<file path="config.mk">
export PLATFORM = sky130hd
export DESIGN_NAME = pc_fetch_unit
export DESIGN_NICKNAME = d
export VERILOG_FILES = /design/src/rtl/pc_fetch_unit.sv
export SDC_FILE = /design/constraint.sdc
export NUM_CORES = 1
export LEC_CHECK = 0
export ABC_AREA = 1
export BUFFER_PORTS_ARGS = -buffer_cell sky130_fd_sc_hd__buf_2
export CORE_UTILIZATION = 43
export CTS_CLUSTER_SIZE = 10
export DETAILED_ROUTE_END_ITERATION = 16
export PLACE_DENSITY = 0.77
export SETUP_SLACK_MARGIN = 0.2
export SYNTH_ARGS = -nofsm -noshare
export SYNTH_HDL_FRONTEND = slang
export SYNTH_SLANG_ARGS = --single-unit
</file>
<file path="constraint.sdc">
create_clock -name Clk -period 1.2 [get_ports Clk]
set_input_delay 0 -clock Clk [delete_from_list [all_inputs] [get_ports Clk]]
set_output_delay 0 -clock Clk [all_outputs]
set_load 0.1 [all_outputs]
</file>
<file path="src/rtl/pc_fetch_unit.sv">
// Program counter and IF/ID register: redirect > stall > sequential for the PC; bubble > hold > capture for IF/ID.
// One cycle from PC to IF/ID; Stall freezes both the PC and IF/ID, and a redirect overrides Stall.
module pc_fetch_unit #(
   parameter logic [31:0] RESET_PC = 32'h0000_0000,
   parameter int          CNT_W    = 32
) (
   input  logic             Clk,
   input  logic             Rst,
   input  logic             Stall,
   input  logic             Flush,
   input  logic             BranchTaken,
   input  logic [31:0]      BranchTarget,
   input  logic             Jump,
   input  logic [31:0]      JumpTarget,
   input  logic [31:0]      PCAddResult,
   input  logic [31:0]      Instruction,
   output logic [31:0]      PCResult,
   output logic [31:0]      IFID_Instruction,
   output logic [31:0]      IFID_PCPlus4,
   output logic             IFID_Valid,
   output logic [CNT_W-1:0] FetchCount,
   output logic             MisalignFlag
);

   logic [31:0]      pc_q,       pc_d;
   logic [31:0]      ifid_ins_q, ifid_ins_d;
   logic [31:0]      ifid_pc4_q, ifid_pc4_d;
   logic             ifid_vld_q, ifid_vld_d;
   logic [CNT_W-1:0] cnt_q,      cnt_d;
   logic             misalign_q, misalign_d;
   logic             redirect;

   assign redirect = Jump | BranchTaken;

   always_comb begin
      pc_d       = pc_q;
      misalign_d = misalign_q;
      if (Jump) begin
         pc_d = {JumpTarget[31:2], 2'b00};
         if (JumpTarget[1:0] != 2'b00) misalign_d = 1'b1;
      end else if (BranchTaken) begin
         pc_d = {BranchTarget[31:2], 2'b00};
         if (BranchTarget[1:0] != 2'b00) misalign_d = 1'b1;
      end else if (!Stall) begin
         pc_d = PCAddResult;
      end
   end

   // A bubble writes a NOP; the fetch counter only moves on a real capture.
   always_comb begin
      ifid_ins_d = ifid_ins_q;
      ifid_pc4_d = ifid_pc4_q;
      ifid_vld_d = ifid_vld_q;
      cnt_d      = cnt_q;
      if (redirect || Flush) begin
         ifid_ins_d = 32'h0;
         ifid_pc4_d = 32'h0;
         ifid_vld_d = 1'b0;
      end else if (!Stall) begin
         ifid_ins_d = Instruction;
         ifid_pc4_d = PCAddResult;
         ifid_vld_d = 1'b1;
         cnt_d      = cnt_q + {{(CNT_W-1){1'b0}}, 1'b1};
      end
   end

   always_ff @(posedge Clk or negedge Rst) begin
      if (!Rst) begin
         pc_q       <= RESET_PC;
         ifid_ins_q <= 32'h0;
         ifid_pc4_q <= 32'h0;
         ifid_vld_q <= 1'b0;
         cnt_q      <= '0;
         misalign_q <= 1'b0;
      end else begin
         pc_q       <= pc_d;
         ifid_ins_q <= ifid_ins_d;
         ifid_pc4_q <= ifid_pc4_d;
         ifid_vld_q <= ifid_vld_d;
         cnt_q      <= cnt_d;
         misalign_q <= misalign_d;
      end
   end

   assign PCResult         = pc_q;
   assign IFID_Instruction = ifid_ins_q;
   assign IFID_PCPlus4     = ifid_pc4_q;
   assign IFID_Valid       = ifid_vld_q;
   assign FetchCount       = cnt_q;
   assign MisalignFlag     = misalign_q;

endmodule

</file>
==> flow_summary.json, run 1 <==
{
  "rows": 42,
  "clockBufferDepth": 2,
  "synthCells": 630,
  "worstEndpointGrtRepair": "FetchCount[27]$_DFFE_PN0P_/D",
  "synth-compound-area-share": 0.1624,
  "yosys.area_share.xor_xnor": 0.03068,
  "lastStage": "global routing",
  "synthAdderAreaFrac": 0.002087,
  "htreeDepth": 4,
  "grt_max_degree": 63,
  "die-height_um": 120.1,
  "syn_nets": 765,
  "port_buffers": 263,
  "clock-root-buffer": "clkbuf_16",
  "syn_area_per_cell_um2": 9.517,
  "error": "[ERROR DPL-0038] Utilization greater than 100%, impossible to legalize",
  "worst-ep-kind": "sequential cell input",
  "status": "did not finish",
  "ys_ff_latch": 130,
  "synth_cell_type_count": 27,
  "die_w_um": 120.1,
  "cts.sinks": 130,
  "synth-simple-area-share": 0.1995,
  "initial_utilization": 0.4474,
  "yosysWarnings": 0,
  "synth_top_family_by_area": "simple AND/OR/NAND/NOR gates",
  "dp_hpwl_um": 14250,
  "yosysSeqAreaShare": 0.5426,
  "netlist_area_um2": 5996,
  "place_area_um2": 8911,
  "cts_buffers": 17,
  "finalWeightedCongestion": 0.8626,
  "io_pins": 264,
  "synthMuxAreaShare": 0
}
[stage by stage]
step / std cells / TNS, ps / hold WS, ps / setup WS [ps]
detailed placement: 1109 / -4209 / -162.2 / -160.8
CTS: 1288 / -3218 / -93.31 / -145.7
floorplan: 630 / -6979 / -295.6 / -323.4
global placement: 1109 / -2329 / -163.3 / -142.7
[cell usage after synthesis]
| cell | number | area, µm² |
|---|---|---|
| clkbuf_1 | 17 | 63.81 |
| o21ai_0 | 57 | 285.3 |
| nand4_1 | 13 | 81.33 |
| ha_1 | 1 | 12.51 |
| nor3_2 | 1 | 10.01 |
| xor2_1 | 9 | 78.83 |
| a21oi_1 | 6 | 30.03 |
| nor2_1 | 26 | 97.59 |
| o21ai_1 | 6 | 30.03 |
| nor3_1 | 7 | 35.03 |
| nor2_8 | 1 | 20.02 |
| o31ai_1 | 1 | 7.510 |
| nor2_2 | 5 | 31.28 |
| buf_4 | 3 | 22.52 |
| dfrtp_1 | 130 | 3253 |
| nand2_1 | 158 | 593.1 |
| inv_2 | 2 | 7.510 |
| buf_2 | 13 | 65.06 |
| buf_6 | 7 | 78.83 |
| a32o_1 | 62 | 620.6 |
| xnor2_1 | 12 | 105.1 |
| nand3_2 | 1 | 10.01 |
| nand3b_1 | 2 | 15.01 |
| nand3_1 | 47 | 235.2 |
| nor2_4 | 4 | 45.04 |
| inv_1 | 37 | 138.9 |
| nand2_4 | 2 | 22.52 |
[kinds of logic after synthesis]
family,after synthesis
AND/OR/NAND/NOR,267
AO/OA/AOI/OAI,132
flip-flops,130
buffers and inverters,79
XOR/XNOR,21
adder cells (fa/ha/maj),1
[repair_timing]
action                     4_1_cts
hold buffers                   118
gates resized for setup        467
buffers inserted                29
pin swaps                       17
gates cloned                     0
hold endpoints to repair       227
setup endpoints to repair      160
==> run 2: changes to the inputs <==
- CORE_UTILIZATION: 43 -> 40
- CTS_CLUSTER_SIZE: 10 -> not set
- PLACE_DENSITY: 0.77 -> not set
- PLACE_DENSITY_LB_ADDON: not set -> 0.15
- SETUP_SLACK_MARGIN: 0.2 -> not set
- clock period: 1.2 -> 1.55 ns (I/O delays scaled with it)
==> run 2 against run 1 <==
The flow now finishes without violations. Synthesized area did not move. Synthesized cell count did not move.
==> flow_summary.json, run 2 <==
{
  "yosysWarnings": 0,
  "port_buffers": 263,
  "slew_headroom": 0.6523,
  "htreeDepth": 4,
  "n_antenna_cell": 0,
  "synth_cell_type_count": 27,
  "initial_utilization": 0.4110,
  "drt_iter0_drc": 473,
  "drt_pre_antenna_iters": 5,
  "rsz0062_at_grt": "false",
  "rows": 44,
  "multi_input_area_um2": 2399,
  "p_total_mw": 10.35,
  "grtUsageMet1": 0.3300,
  "grt_pass1_wl_um": 32510,
  "netlist_area_um2": 5996,
  "clockBufferDepth": 2,
  "met3_usage": 0.05627,
  "vias_per_cell": 5.231,
  "cp_max_fo": 5,
  "setup_viol": 0,
  "cap_violations": 0,
  "power_density_nw_per_um2": 1092,
  "synth-edff-count": 0,
  "cts_buffers": 17,
  "setup_slack_ps": 118.3,
  "syn_nets": 765,
  "grt_pass1_vias": 6527,
  "status": "completed",
  "critPathLaunchType": "register",
  "layout_common_cells": "buf_2, nand2_1, dlygate4sd3_1",
  "synth.top_cell.area_share": 0.5426,
  "p_leak_nw": 4.744,
  "min_path_type": "primary input to register",
  "finalHoldViolCount": 0,
  "finalWeightedCongestion": 0.8993,
  "io_pins": 264,
  "clkSlewWorstSetupHoldPaths_ps": 60,
  "critPathArrivalTime_ps": 1740,
  "post-route-period-util": 0.9237,
  "route.detailed.drc": 0,
  "cts_tree": "yes",
  "die_area_um2": 15480,
  "coreArea_um2": 14590,
  "maxSlewViolCount": 0,
  "clock-root-buffer": "clkbuf_16",
  "nets": 1149,
  "die_w_um": 124.4,
  "grt_max_degree": 63,
  "final_util": 0.6497,
  "track_usage": 0.2629,
  "synthCells": 630,
  "antenna_found_initial": 0,
  "die-height_um": 124.4,
  "cp_data_required_time_ps": 1860,
  "met2_usage": 0.4381,
  "dp_hpwl_um": 13680,
  "drt.antenna.violating_nets": 0,
  "ir_drop_mv": 1.266,
  "post_synth_main_area_contributors": "dfrtp_1, a32o_1, nand2_1",
  "worst_clock_skew_ps": 7.599,
  "dp_slack_ps": 87.40,
  "ys_ff_latch": 130,
  "synth_ff_type": "dfrtp_1",
  "fin_tns_setup_ps": 0,
  "layout_commonest_cell": "buf_2",
  "async_reset_ff_frac": 1.000,
  "vias": 6335,
  "grt_overflow": 0,
  "cts.sinks": 130,
  "netlist_top_cells_count": "nand2_1, dfrtp_1, a32o_1",
  "drive_above_1_share": 0.3593,
  "yosysTopAreaCell": "dfrtp_1",
  "grt-busiest-layer": "met2",
  "regArea_um2": 3337,
  "insertion_delay_ps": 420,
  "avgRoutedWirePerCell_um": 16.39,
  "syn_area_per_cell_um2": 9.517,
  "fmax_ghz": 0.6985,
  "whs_ps": 16.21,
  "synth_most_common_cell": "nand2_1",
  "setup.worst_path.class": "register to register",
  "worst_slew_pin_slew_ps": 525.1,
  "yosysSeqAreaShare": 0.5426,
  "period_minus_slack_ps": 1432,
  "routed_wl_um": 19850,
  "endpoint_kind": "register",
  "nFillCells": 1197,
  "area_delta_synth_final_pct": 58.08
}
==> run 2: cell counts after synthesis <==
Identical to the previous run, type by type.
==> run 2: final timing paths <==
kind                             endpoint  slack [ps]  depth (start not counted)        startpoint
min reg2reg                  PCResult[20]         480                          2      PCResult[20]
min in group asynchronous     PCResult[6]          50                          2               Rst
max                        FetchCount[22]         120                          8     FetchCount[1]
max reg2reg                FetchCount[22]         120                          8     FetchCount[1]
max in group asynchronous  FetchCount[13]         750                          3               Rst
min                          PCResult[23]          20                          5  BranchTarget[23]
==> run 2: cell families (layout without fill, tap and decap cells) <==
kind of cell             after synthesis  after routing  synth area share
AO/OA/AOI/OAI                        132            132            0.1624
XOR/XNOR                              21             21           0.03068
adder cells (fa/ha/maj)                1              1          0.002086
buffers and inverters                 79            476           0.06281
flip-flops                           130            130            0.5426
AND/OR/NAND/NOR                      267            267            0.1995
==> run 2: worst max-delay path, stage by stage (launching register included) <==
cell and delay, ps:
dfrtp_4 440, ha_4 130, nand3_1 110, nor2_4 160, nand2_1 110, nor2_2 170
nand2_1 80, nand2_1 70, nand2_1 50
==> run 2: cell type report <==
class | instances | share of cell area
Sequential cell | 130 | 0.3521
Inverter | 39 | 0.01545
Timing Repair Buffer | 405 | 0.2906
Multi-Input combinational cell | 421 | 0.2531
Clock buffer | 19 | 0.04779
Tap cell | 184 | 0.02429
Clock inverter | 13 | 0.01677
==> run 2: repair_timing <==
action | in CTS | in global routing
hold buffers | 121 | 0
resized for setup | 0 | 2
hold endpoints to repair | 227 | 0
setup endpoints to repair | 0 | 4
buffers inserted | 0 | 0
==> run 2: layer usage <==
metal	vias to the layer above	share of wire
li1	2960	-
met1	3019	0.41
met2	307	0.50
met3	49	0.068
met4	0	0.026
met5	-	0
==> run 2: where the power goes <==
part           switching (mW)  total (mW)  leakage (nW)  internal (mW)
clock network            1.48        4.09         0.295           2.61
logic                    1.87        2.52          2.79          0.650
registers               0.141        3.74          1.66           3.60
total                    3.49        10.3          4.74           6.86
==> run 2: through the flow <==
stage	std cells	instance area, µm²
after floorplan	630	6105
after global placement	1058	7647
after detailed placement	1058	7647
after CTS	1211	9470
after global routing	1211	9478
final	1211	9478
Note: power is estimated with default switching activity, not from simulation.
